### config.mk
export PLATFORM = sky130hd
export DESIGN_NAME = pls_stretch_flat
export DESIGN_NICKNAME = d
export VERILOG_FILES = /design/src/rtl/pls_stretch_if.sv /design/src/rtl/pls_stretch.sv /design/src/flat_wrapper.sv
export SDC_FILE = /design/constraint.sdc
export NUM_CORES = 1
export LEC_CHECK = 0
export BUFFER_PORTS_ARGS = -buffer_cell sky130_fd_sc_hd__buf_2
export CORE_MARGIN = 3
export CORE_UTILIZATION = 35
export CTS_CLUSTER_DIAMETER = 80
export CTS_CLUSTER_SIZE = 28
export DETAILED_ROUTE_END_ITERATION = 8
export PLACE_DENSITY = 0.64
export SYNTH_ARGS = -nofsm -noshare
export SYNTH_HDL_FRONTEND = slang
export SYNTH_SLANG_ARGS = --single-unit
### constraint.sdc
create_clock -name clk -period 4.4 [get_ports clk]
set_clock_uncertainty 0.15 [all_clocks]
set_input_delay 0.66 -clock clk [delete_from_list [all_inputs] [get_ports clk]]
set_output_delay 0.66 -clock clk [all_outputs]
set_load 0.05 [all_outputs]
### src/rtl/pls_stretch_if.sv
// Pulse-stretcher port bundle: pulse/enable/clear inputs and level/status outputs.
// master drives pulses and observes status; slave is the stretcher itself.
interface pls_stretch_if #(
   parameter int PEND_W = 3
);
   logic              p;
   logic              en;
   logic              clr_ovf;
   logic              lvl;
   logic              busy;
   logic [PEND_W-1:0] pend_cnt;
   logic              ovf;

   modport master (
      output p, en, clr_ovf,
      input  lvl, busy, pend_cnt, ovf
   );

   modport slave (
      input  p, en, clr_ovf,
      output lvl, busy, pend_cnt, ovf
   );
endinterface

### src/rtl/pls_stretch.sv
// Stretches single-cycle pulses into HIGH_CYC-wide windows followed by GAP_CYC low
// cycles; pulses arriving while busy are counted and replayed in order.
module pls_stretch #(
   parameter int HIGH_CYC = 4,
   parameter int GAP_CYC  = 2,
   parameter int PEND_W   = 3
) (
   input  logic         clk,
   input  logic         reset,
   pls_stretch_if.slave bus
);
   localparam int MAXC = (HIGH_CYC > GAP_CYC) ? HIGH_CYC : GAP_CYC;
   localparam int TW   = $clog2(MAXC + 1);
   localparam logic [TW-1:0]     HRLD = TW'(HIGH_CYC - 1);
   localparam logic [TW-1:0]     GRLD = TW'((GAP_CYC > 0) ? GAP_CYC - 1 : 0);
   localparam logic [PEND_W-1:0] PMAX = {PEND_W{1'b1}};

   typedef enum logic [1:0] {IDLE, HIGH, GAP} state_t;

   state_t            state, state_nx;
   logic [TW-1:0]     tmr, tmr_nx;
   logic [PEND_W-1:0] pend, pend_nx;
   logic              lvl, lvl_nx;
   logic              ovf, ovf_nx;
   logic              acc;
   logic              deq_pt;

   assign acc = bus.p & bus.en;

   // Edge at which the current window (and its gap, if any) has fully elapsed.
   assign deq_pt = (tmr == '0) &&
                   ((state == GAP) || ((state == HIGH) && (GAP_CYC == 0)));

   always_comb begin
      state_nx = state;
      tmr_nx   = tmr;
      pend_nx  = pend;
      lvl_nx   = lvl;
      ovf_nx   = bus.clr_ovf ? 1'b0 : ovf;
      case (state)
         IDLE: begin
            if (acc) begin
               state_nx = HIGH;
               tmr_nx   = HRLD;
               lvl_nx   = 1'b1;
            end
         end
         default: begin
            if (deq_pt) begin
               // A pulse accepted on this edge either starts directly or swaps
               // with the one being dequeued, so the counter never overflows here.
               if (acc || (pend != '0)) begin
                  state_nx = HIGH;
                  tmr_nx   = HRLD;
                  lvl_nx   = 1'b1;
                  if (!acc) pend_nx = pend - 1'b1;
               end else begin
                  state_nx = IDLE;
                  tmr_nx   = '0;
                  lvl_nx   = 1'b0;
               end
            end else begin
               if (acc) begin
                  if (pend == PMAX) ovf_nx  = 1'b1;
                  else              pend_nx = pend + 1'b1;
               end
               if (tmr != '0) begin
                  tmr_nx = tmr - 1'b1;
               end else begin
                  state_nx = GAP;
                  tmr_nx   = GRLD;
                  lvl_nx   = 1'b0;
               end
            end
         end
      endcase
   end

   always_ff @(posedge clk or negedge reset) begin
      if (!reset) begin
         state <= IDLE;
         tmr   <= '0;
         pend  <= '0;
         lvl   <= 1'b0;
         ovf   <= 1'b0;
      end else begin
         state <= state_nx;
         tmr   <= tmr_nx;
         pend  <= pend_nx;
         lvl   <= lvl_nx;
         ovf   <= ovf_nx;
      end
   end

   assign bus.lvl      = lvl;
   assign bus.busy     = (state != IDLE) || (pend != '0);
   assign bus.pend_cnt = pend;
   assign bus.ovf      = ovf;
endmodule

### src/flat_wrapper.sv
// flat-port wrapper written by rule: the top's interface ports become plain ports
module pls_stretch_flat 
#(
   parameter int HIGH_CYC = 4,
   parameter int GAP_CYC  = 2,
   parameter int PEND_W   = 3
)
  (clk, reset, bus_p, bus_en, bus_clr_ovf, bus_lvl, bus_busy, bus_pend_cnt, bus_ovf);
  pls_stretch_if #(.PEND_W(PEND_W)) bus_i ();
  input  logic clk;
  input  logic reset;
  input wire logic [$bits(bus_i.p)-1:0] bus_p;
  input wire logic [$bits(bus_i.en)-1:0] bus_en;
  input wire logic [$bits(bus_i.clr_ovf)-1:0] bus_clr_ovf;
  output wire logic [$bits(bus_i.lvl)-1:0] bus_lvl;
  output wire logic [$bits(bus_i.busy)-1:0] bus_busy;
  output wire logic [$bits(bus_i.pend_cnt)-1:0] bus_pend_cnt;
  output wire logic [$bits(bus_i.ovf)-1:0] bus_ovf;
  assign bus_i.p = bus_p;
  assign bus_i.en = bus_en;
  assign bus_i.clr_ovf = bus_clr_ovf;
  assign bus_lvl = bus_i.lvl;
  assign bus_busy = bus_i.busy;
  assign bus_pend_cnt = bus_i.pend_cnt;
  assign bus_ovf = bus_i.ovf;
  pls_stretch #(.HIGH_CYC(HIGH_CYC), .GAP_CYC(GAP_CYC), .PEND_W(PEND_W)) u_core (.clk(clk), .reset(reset), .bus(bus_i));
endmodule
# Word-level counts from Yosys, hierarchy flattened
# Cells that the tools add are included.
word_totals:
  register_bits: 10
  input_bits: 5
  out_inout_bits: 6
  word_cells: 53
op_classes:
  add_sub_neg: 3
  eq_ne: 7
  n_mux: 25
  n_bitwise: 2
  reduce_logical: 11
op_table:
  columns: ["cell", "count"]
  rows:
  - ["3-bit 2-to-1 mux", 9]
  - ["1-bit 2-to-1 mux", 11]
  - ["2-bit 2-to-1 mux", 5]
  - ["3-bit nonzero test", 2]
  - ["3-bit by 1-bit subtractor with 3-bit output, second input constant", 2]
  - ["5-bit AND reduction", 1]
  - ["2-bit by 1-bit inequality test with 1-bit output, second input constant", 2]
  - ["2-bit inequality test, second input constant", 2]
  - ["2-bit nonzero test", 2]
  - ["3-bit by 1-bit adder with 3-bit output, second input constant", 1]
  - ["3-bit == test, second input constant", 1]
  - ["3-bit logical NOT", 1]
  - ["3-bit by 2-bit inequality test with 1-bit output, second input constant", 1]
  - ["2-bit == test, second input constant", 1]
  - ["2-bit logical NOT", 1]
  - ["1-bit logical OR", 2]
  - ["2-bit AND reduction", 1]
  - ["1-bit bitwise AND", 1]
  - ["1-bit logical AND", 1]
  - ["1-bit NOT", 1]

# Logic depth before layout (Yosys ltp)
# Gate-level depths: netlist of run 1.
logic_depth:
  depth_word: 5
  ltp_mapped: 8
  mapped_depth_nobuf: 7

# Worst setup path before layout of run 1
# No wires, ideal clock.
synth_path:
  path_type: "flip-flop to flip-flop"
  start: "register u_core.bus.lvl (netlist name)"
  end: "register u_core.pend[2] (netlist: u_core.bus.pend_cnt[2])"
  setup_time_ps: 82
  t_arrival_ps: 2161
  t_required_ps: 4168
  setup_slack_ps: 2007
  stages_incl_launch_ff: 9
  path_buffers: 1
  period_less_slack_ps: 2393
  cell_sequence: "dfrtp_1 buf_2 nand2b_1 nor2_1 xor2_1 ha_1 or4_4 a22oi_2 xor2_1"
synth_rtl:
  columns: ["item", "line_no", "text"]
  rows:
  - ["end signal, assigned", "pls_stretch.sv:89", "pend <= pend_nx;"]
  - ["end, declared", "pls_stretch.sv:22", "logic [PEND_W-1:0] pend, pend_nx;"]

# Final worst setup path of run 1
layout_path:
  start: "register u_core.pend[0] (netlist: u_core.bus.pend_cnt[0])"
  end: "output bus_busy"
layout_between:
  elab_chain_cells: 2
layout_rtl:
  columns: ["item", "line_no", "text"]
  rows:
  - ["3-bit nonzero test", "pls_stretch.sv:96", "assign bus.busy = (state != IDLE) || (pend != '0);"]
  - ["1-bit logical OR", "pls_stretch.sv:96", null]
  - ["end, declared", "flat_wrapper.sv:16", "output wire logic [$bits(bus_i.busy)-1:0] bus_busy;"]
# No other way between the ends.

==> results of run 1 <==
==> power by group <==
group | switching [uW] | leakage [uW] | internal, uW
registers | 52.1 | 0.000111 | 118
clock network | 28.0 | 0.0000150 | 34.9
logic | 163 | 0.000155 | 91.7
total | 243 | 0.000281 | 245
==> through the flow <==
stage | utilization [%] | instances | setup WS (ns)
5_1_grt | 44.9 | 79 | 2.01
3_3_place_gp | 43.0 | 75 | 2.14
4_1_cts | 44.9 | 79 | 2.08
2_1_floorplan | - | 51 | 2.01
6_report | 44.9 | 79 | 2.10
3_5_place_dp | 43.0 | 75 | 2.11
==> cells in the mapped netlist <==
master	number
dfrtp_1	9
nand2_1	8
nor2_1	3
o21ai_0	3
xor2_1	3
a21oi_1	2
mux2_2	2
mux2i_1	2
nand2b_1	2
a21o_1	1
a22oi_2	1
and2_1	1
buf_2	1
ha_1	1
inv_1	1
nand3_1	1
nand4_1	1
nor2b_1	1
nor3_1	1
o211ai_1	1
o311a_2	1
o31a_2	1
o32ai_1	1
or3_1	1
or3_4	1
or4_4	1
==> final timing paths <==
kind / to / slack (ns)
max: bus_busy / 2.10
min: u_core.bus.pend_cnt[2]$_DFFE_PN0P_ / 0.1
max reg2reg: u_core.bus.pend_cnt[2]$_DFFE_PN0P_ / 2.12
min reg2reg: u_core.bus.ovf$_DFF_PN0_ / 0.36
max in group asynchronous: u_core.bus.lvl$_DFFE_PN0P_ / 3.82
min in group clk: u_core.bus.ovf$_DFF_PN0_ / 0.36
==> state kept, by name, summed over array words and instances, names as in the netlist <==
register,count
u_core.state,1
u_core.bus.pend_cnt,3
u_core.tmr,3
u_core.bus.ovf,1
u_core.bus.lvl,1
==> layout make-up <==
type,count,area share [%]
Multi-Input combinational cell,40,45.9
Clock buffer,4,4.38
Sequential cell,9,37.6
Inverter,1,0.626
Tap cell,15,3.13
Timing Repair Buffer,10,8.35
==> cell families (layout without fill, tap and decap cells) <==
logic type	count (synthesis)	after routing	share of synthesized area (%)
multiplexers	4	4	8.35
adder cells (fa/ha/maj)	1	1	2.46
XOR/XNOR	3	3	5.16
flip-flops	9	9	44.2
AND/OR/NAND/NOR	21	21	21.9
AO/OA/AOI/OAI	11	11	16.2
buffers and inverters	2	15	1.72
==> cells in the final DEF, fill, tap and decap left out, drive strengths merged, types with 2 or more instances in the layout <==
master / instances
clkbuf: 4
mux2i: 2
dfrtp: 9
buf: 10
nand2b: 2
xor2: 3
nor2: 3
or3: 2
o21ai: 3
mux2: 2
a21oi: 2
nand2: 8
==> layer usage <==
| layer | GRT usage (%) | up-vias | part of all wire [%] |
|---|---|---|---|
| li1 | - | 211 | - |
| met1 | 14.3 | 195 | 47 |
| met2 | 15.7 | 7 | 47 |
| met3 | 2.44 | 2 | 3.2 |
| met4 | 10.8 | 0 | 2.5 |
| met5 | 0 | - | 0 |
==> results_dict.tcl, run 1 <==
set metrics [dict create \
    status "completed" \
    ios 11 \
    post_cts_buffers 0 \
    max-slew-margin-rel_pct 73.0 \
    whs_ns 0.0964 \
    critPathMaxStageDelay_ns 0.44 \
    grt_pass1_wl_mm 1.57 \
    cp_top_family "simple AND/OR/NAND/NOR gates" \
    clk_latency_ns 0.25 \
    rsz0062_at_grt "no" \
    fin_nets 71 \
    hold_violations 0 \
    fmaxAchievable_ghz 0.435 \
    drive_gt1_share_pct 31.3 \
    row_count 13 \
    cp-start-kind "flip-flop" \
    dr.pass1.iters 4 \
    netlist_instances 51 \
    cts_sinks 9 \
    final_area_um2 599 \
    drc 0 \
    p_leak_uw 0.000281 \
    synth_top_cell_by_area "dfrtp_1" \
    n_antenna_cell 0 \
    power_uw 488 \
    cts_root_buf "clkbuf_4" \
    yosysWarnings 0 \
    cts_tree "yes" \
    hp-class "input port to async pin" \
    crit_path_top_delay_cell "or3_1" \
    synth_nets 57 \
    core_um2 1330 \
    cts.htree.levels 1 \
    yosysUniqueCellTypes 26 \
    r2r_start "u_core.tmr[2]$_DFFE_PN0P_" \
    yosys-top-cells-area "dfrtp_1 44%, nand2_1 5.9%, xor2_1 5.2%" \
    maxCapViolations 0 \
    critical_path_class "flip-flop to primary output" \
    ant_nets 0 \
    drt-total-wl_um 936 \
    place_area_um2 573 \
    antenna_found_initial 0 \
    io_buffers 10 \
    final-setup-viol-count 0 \
    grt.total_usage_pct 11.4 \
    cts.reportedPaths.clkPinSlew_ns 0.06 \
    r2r_cells 7 \
    die_y_um 44.1 \
    worstMarginPinSlew_ns 0.402 \
    netlist_area_um2 509 \
    finalCritPeriodShare_pct 52.3 \
    initial_core_util_pct 38.2 \
    fillers 128 \
    regArea_um2 225 \
    ir_drop_uv 240 \
    avgRoutedWirePerCell_um 11.8 \
    syn_area_per_cell_um2 9.99 \
    gp_congestion 0.664 \
    routed_via_density 5.25 \
    finalCriticalPeriod_ns 2.30 \
    grt_max_degree 10 \
    hold_buffers 0 \
    dp_hpwl_um 716 \
    cts_resized 0 \
    path_max_fanout 5 \
    overflow 0 \
    design.die.area_um2 1950 \
    worst-path-buf-inv 1 \
    final_max_slew_viol_count 0 \
    grt_pass1_vias 378 \
    synth-seq-cells 9 \
    crit_cells 3 \
    clock_path_buffers 2 \
    path_cells "or3_1, nand2b_1, buf_2" \
    area_growth_pct 17.7 \
    synth_top_cell_area_share_pct 44.2 \
    ys_seq_area_share_pct 44.2 \
    fin_setup_tns_ns 0 \
    multi_input_area_um2 275 \
    required_ns 3.59 \
    end_kind "primary output" \
    cts_buffers 3 \
    p_per_area_nw_per_um2 814 \
    vias 415 \
    cp_data_arrival_time_ns 1.49 \
    die_x_um 44.1 \
    cp-startpoint "u_core.bus.pend_cnt[0]$_DFFE_PN0P_" \
    drt_first_iter_violations 5 \
]
Power figures use the tool's default switching activity.
==> run 2: changes to the inputs <==
--- a/config.mk
+++ b/config.mk
@@ -5,13 +5,14 @@
 export SDC_FILE = /design/constraint.sdc
 export NUM_CORES = 1
 export LEC_CHECK = 0
+export ABC_AREA = 1
 export BUFFER_PORTS_ARGS = -buffer_cell sky130_fd_sc_hd__buf_2
 export CORE_MARGIN = 3
 export CORE_UTILIZATION = 35
 export CTS_CLUSTER_DIAMETER = 80
 export CTS_CLUSTER_SIZE = 28
 export DETAILED_ROUTE_END_ITERATION = 8
-export PLACE_DENSITY = 0.64
+export PLACE_DENSITY = 0.63
 export SYNTH_ARGS = -nofsm -noshare
 export SYNTH_HDL_FRONTEND = slang
 export SYNTH_SLANG_ARGS = --single-unit
==> constraint.sdc (replaced) <==
create_clock -name clk -period 2.3 [get_ports clk]
set_clock_uncertainty 0.15 [all_clocks]
set_input_delay 0.345 -clock clk [delete_from_list [all_inputs] [get_ports clk]]
set_output_delay 0.345 -clock clk [all_outputs]
set_load 0.05 [all_outputs]
==> results_dict.tcl, run 2 <==
set metrics [dict create \
    cts.reportedPaths.clkPinSlew_ns 0.06 \
    synthAdderAreaFrac_pct 2.09 \
    rsz0062_at_grt "no" \
    avgRoutedWirePerCell_um 10.2 \
    cts_sinks 9 \
    r2r_start "u_core.tmr[0]$_DFFE_PN0P_" \
    final_area_um2 706 \
    row_count 14 \
    whs_path_depth 2 \
    yosysUniqueCellTypes 18 \
    r2r_slack_ns 0.69 \
    maxCapViolations 0 \
    routed_via_density 4.76 \
    netlist_area_um2 599 \
    netlist_instances 88 \
    synth_top_cell_area_share_pct 37.6 \
    hold_violations 0 \
    yosys-top-cells-area "dfrtp_1 38%, nand2_1 24%, inv_1 8.8%" \
    cts_root_buf "clkbuf_4" \
    worstMarginPinSlew_ns 0.252 \
    finalCriticalPeriod_ns 1.71 \
    critical_path_class "flip-flop to primary output" \
    design.die.area_um2 2240 \
    grt_pass1_vias 488 \
    syn_area_per_cell_um2 6.81 \
    layout_commonest_cell "nand2_1" \
    gp_congestion 0.789 \
    drive_gt1_share_pct 21.4 \
    area_growth_pct 17.7 \
    synth-simple-area-share_pct 44.5 \
    synth-edff-count 0 \
    p_per_area_nw_per_um2 1460 \
    drt_first_iter_violations 10 \
    ys_async_sr_fraction_pct 100 \
    synth_xor_area_share_pct 0 \
    fmaxAchievable_ghz 0.585 \
    ir_drop_uv 502 \
    antenna_found_initial 0 \
    post_cts_buffers 0 \
    cp_data_arrival_time_ns 1.22 \
    dr.pass1.iters 4 \
    synth_top_family_by_area "simple AND/OR/NAND/NOR gates" \
    cts_resized 0 \
    ant_nets 0 \
    cts_buffers 3 \
    fin_nets 110 \
    synth_nets 94 \
    vias 567 \
    hp-class "input port to flip-flop" \
    place_area_um2 669 \
    grt_max_degree 10 \
    ys_seq_area_share_pct 37.6 \
    finalCritPeriodShare_pct 74.4 \
    final_max_slew_viol_count 0 \
    die_y_um 47.4 \
    required_ns 1.80 \
    path_max_fanout 6 \
    end_kind "primary output" \
    fin_setup_tns_ns 0 \
    grt_pass1_wl_mm 2.00 \
    cp-start-kind "flip-flop" \
    core_um2 1560 \
    synth_common_cells "38 x nand2_1, 14 x inv_1, 9 x dfrtp_1" \
    synth_ff_type "dfrtp_1" \
    n_antenna_cell 0 \
    hold_start "bus_clr_ovf" \
    layout_common_cells "38 x nand2_1, 14 x inv_1, 10 x buf_2" \
    timing.rr.end "u_core.bus.pend_cnt[2]$_DFFE_PN0P_" \
    io_buffers 10 \
    r2r_cells 11 \
    status "completed" \
    die_x_um 47.4 \
    cts.htree.levels 1 \
    ios 11 \
    drc 0 \
    clk_latency_ns 0.26 \
    yosysWarnings 0 \
    initial_core_util_pct 38.4 \
    drt-total-wl_mm 1.21 \
    p_leak_uw 0.000397 \
    hold_end "u_core.bus.ovf$_DFF_PN0_" \
    overflow 0 \
    synth_mux_area_share_pct 0 \
    cts_tree "yes" \
    grt.total_usage_pct 13.0 \
    synth-seq-cells 9 \
    synth_most_common_cell "nand2_1" \
    final-setup-viol-count 0 \
    synth_compound_area_share_pct 6.47 \
    clock_path_buffers 2 \
    max-slew-margin-rel_pct 83.3 \
    dp_hpwl_um 923 \
    synth_top_cell_by_area "dfrtp_1" \
]
==> run 2: changes by cell type in the layout (fill, tap and decap cells not counted), sizes merged, moves of 2 or more <==
cell	change
nand2	+33
inv	+14
nor2	+5
nand3	+4
xor2	-3
mux2	-2
mux2i	-2
nand2b	-2
or3	-2
==> run 2: kinds of logic after synthesis <==
logic type / count (synthesis)
and+or+nand+nor: 56
buffers and inverters: 15
DFF: 9
AOI/OAI and AO/OA: 7
adders and majority gates: 1
==> run 2: worst max-delay path by stage <==
| stage | to | slack [ns] | from |
|---|---|---|---|
| after global routing | bus_busy | 0.49 | u_core.bus.lvl$_DFFE_PN0P_ |
| final | bus_busy | 0.59 | u_core.bus.pend_cnt[0]$_DFFE_PN0P_ |
| after CTS | bus_busy | 0.58 | u_core.bus.pend_cnt[0]$_DFFE_PN0P_ |
| after global placement | u_core.bus.pend_cnt[2]$_DFFE_PN0P_ | 0.71 | u_core.tmr[0]$_DFFE_PN0P_ |
| after detailed placement | u_core.bus.pend_cnt[2]$_DFFE_PN0P_ | 0.68 | u_core.tmr[0]$_DFFE_PN0P_ |
| after floorplan | u_core.bus.pend_cnt[2]$_DFFE_PN0P_ | 0.55 | u_core.bus.lvl$_DFFE_PN0P_ |
==> run 2: per-layer routing <==
layer  vias to the layer above  wire, um  track usage [%]
met5                         -         0                0
met4                         0         8             6.63
met3                         2        77             4.21
met2                        15       548             19.5
met1                       251       576             16.6
li1                        299         -                -
==> run 2: worst max-delay path, cell delays in order, from the launching register on <==
cell and delay [ns]:
dfrtp_1 0.43, nor2_1 0.12, nand2_1 0.08, inv_1 0.07, nand2_1 0.04, buf_2 0.21
==> run 2: repair_timing <==
| item | in CTS | in global routing |
|---|---|---|
| hold buffers | 1 | 0 |
| hold endpoints to repair | 9 | 0 |
| setup endpoints to repair | 0 | 0 |
==> run 2: where the power goes <==
| part | switching [uW] | total (uW) | internal, uW |
|---|---|---|---|
| logic | 413 | 589 | 176 |
| clock network | 58.9 | 126 | 67.1 |
| registers | 89.1 | 312 | 223 |
| total | 561 | 1030 | 466 |
==> run 2: area by class of cell <==
cell class,instances,area [um2]
multi-input cells,64,318
flip-flops and latches,9,225
fillers,163,853
well taps,16,20.0
clock buffers,4,26.3
repair buffers,11,60.1
inverters,15,56.3
==> run 2: metrics by stage <==
stage                     worst slack, ns  hold WS [ns]  power (uW)  util, %  std cells
after floorplan                     0.551        -0.101         781        -         88
after global placement              0.711        0.0610         893     42.9        114
after detailed placement            0.682        0.0603         906     42.9        114
after CTS                           0.583         0.101        1040     45.3        119
after global routing                0.491        0.0987        1140     45.3        119
final                               0.590         0.104        1030     45.3        119
==> run 3: changes to the inputs <==
--- a/config.mk
+++ b/config.mk
@@ -12,7 +12,7 @@
 export CTS_CLUSTER_DIAMETER = 80
 export CTS_CLUSTER_SIZE = 28
 export DETAILED_ROUTE_END_ITERATION = 8
-export PLACE_DENSITY = 0.63
+export PLACE_DENSITY = 0.65
 export SYNTH_ARGS = -nofsm -noshare
 export SYNTH_HDL_FRONTEND = slang
 export SYNTH_SLANG_ARGS = --single-unit
==> constraint.sdc (replaced) <==
create_clock -name clk -period 1.4 [get_ports clk]
set_clock_uncertainty 0.15 [all_clocks]
set_input_delay 0.21 -clock clk [delete_from_list [all_inputs] [get_ports clk]]
set_output_delay 0.21 -clock clk [all_outputs]
set_load 0.05 [all_outputs]
==> results_dict.tcl, run 3 (synthesized netlist as in run 2, its figures left out) <==
set metrics [dict create \
    drive_gt1_share_pct 46.8 \
    grt_pass1_wl_mm 2.37 \
    gp_congestion 0.783 \
    routed_via_density 4.70 \
    path_max_fanout 5 \
    p_int_uw 1190 \
    drt-total-wl_mm 1.53 \
    p_switching_uw 1120 \
    critical_path_class "flip-flop to primary output" \
    top_layer_used "met4" \
    drc 0 \
    power.share.sequential_pct 22.2 \
    p_per_area_nw_per_um2 2430 \
    whs_ns 0.173 \
    hp-class "input port to async pin" \
    finalCritPeriodShare_pct 113 \
    dp_hpwl_mm 1.05 \
    ios 11 \
    netSwitchingFraction_pct 48.4 \
    ant_nets 0 \
    layout_commonest_cell "nand2_1" \
    grt_pass1_vias 600 \
    max-slew-margin-rel_pct 84.8 \
    place_area_um2 774 \
    finalCriticalPeriod_ns 1.58 \
    cts_root_buf "clkbuf_4" \
    dr_wl_met2_um 746 \
    drt_first_iter_violations 15 \
    p_leak_uw 0.000519 \
    fmaxAchievable_ghz 0.634 \
    required_ns 1.04 \
    cts_sinks 9 \
    grt_max_degree 10 \
    cts.htree.levels 1 \
    layout_common_cells "35 x nand2_1, 15 x buf_4, 10 x inv_1" \
    fillers 146 \
    final_area_um2 950 \
    final_util_pct 60.9 \
    worstMarginPinSlew_ns 0.225 \
    die_x_um 47.4 \
    fin_nets 131 \
    vias 658 \
    die_y_um 47.4 \
    end_kind "primary output" \
    cts.reportedPaths.clkPinSlew_ns 0.06 \
    dr.pass1.iters 4 \
    cts_tree "yes" \
    cts_buffers 3 \
    fin_setup_tns_ns -0.834 \
    wl_met3_um 95 \
    core_um2 1560 \
    overflow 0 \
    r2r_start "u_core.tmr[1]$_DFFE_PN0P_" \
    clockPowerShare_pct 9.0 \
    m1WireLength_um 666 \
    design.die.area_um2 2240 \
    io_buffers 10 \
    violations "negative setup slack" \
    worst_slack_ns -0.177 \
    maxCapViolations 0 \
    final_max_slew_viol_count 0 \
    area_growth_pct 58.5 \
    ir_drop_uv 1210 \
    cp_data_arrival_time_ns 1.22 \
    initial_core_util_pct 38.4 \
    hold_violations 0 \
    final-setup-viol-count 8 \
    row_count 14 \
    status "complete, but fails checks" \
    cp-startpoint "u_core.bus.pend_cnt[2]$_DFFE_PN0P_" \
    clock_path_buffers 2 \
    avgRoutedWirePerCell_um 11.0 \
    rsz0062_at_grt "yes" \
    power_frac_comb_pct 68.8 \
    cp-start-kind "flip-flop" \
    grt.total_usage_pct 15.1 \
    power_uw 2310 \
    n_antenna_cell 0 \
    clk_latency_ns 0.27 \
    antenna_found_initial 0 \
]
run 3: changes by cell type in the layout (fill, tap and decap cells not counted), moves of 3 or more:
cell     before  now
nand2_1      38   35
buf_6         0    5
dfrtp_2       0    4
inv_2         1    5
dfrtp_1       9    5
buf_4         0   15
inv_1        14   10
run 3: routing by layer:
layer	track usage, %	vias up
met2	26.5	19
met5	0	-
li1	-	344
met1	18.7	292
met4	4.97	0
met3	2.30	3
run 3: power by group through the flow:
stage / clock [uW] / combinational [uW] / sequential (uW)
2_1_floorplan: 0 / 597 / 706
3_3_place_gp: 0 / 1190 / 502
3_5_place_dp: 0 / 1220 / 507
4_1_cts: 215 / 1450 / 507
5_1_grt: 226 / 1730 / 529
6_report: 208 / 1590 / 513
run 3: repair_timing:
action | CTS | global route
buffers inserted | 3 | 4
hold buffers | 2 | 0
setup endpoints to repair | 9 | 9
resized for setup | 19 | 7
pin swaps | 6 | 5
endpoints found under the hold margin | 10 | 0
run 3: per-stage QoR:
step           cells  setup WS, ns
4_1_cts          136        -0.146
5_1_grt          140        -0.277
6_report         140        -0.177
3_5_place_dp     127        -0.157
3_3_place_gp     127        -0.109
2_1_floorplan     88        -0.208
run 3: critical path, cell delays in order, from the launching register on:
cell     delay (ns)
dfrtp_2        0.43
nor2_1         0.12
nand2_1        0.11
inv_2          0.10
nand2_4        0.05
buf_8          0.14
run 3: worst paths after layout:
kind                       slack [ns]                                  to  cells past startpoint
setup / recovery                -0.18                            bus_busy                      5
hold / removal                   0.17  u_core.bus.pend_cnt[1]$_DFFE_PN0P_                      2
setup reg to reg                -0.16  u_core.bus.pend_cnt[2]$_DFFE_PN0P_                     11
hold reg to reg                  0.38  u_core.bus.pend_cnt[1]$_DFFE_PN0P_                      2
max in group asynchronous        0.72          u_core.bus.lvl$_DFFE_PN0P_                      2
min in group clk                 0.33            u_core.bus.ovf$_DFF_PN0_                      5
run 3: cell type report:
cell class | count | area [um2] | area share [%]
clock buffers | 4 | 26.3 | 2.77
inverters | 15 | 56.3 | 5.93
multi-input cells | 64 | 358 | 37.7
flip-flops and latches | 9 | 230 | 24.2
well taps | 16 | 20.0 | 2.11
repair buffers | 32 | 259 | 27.3
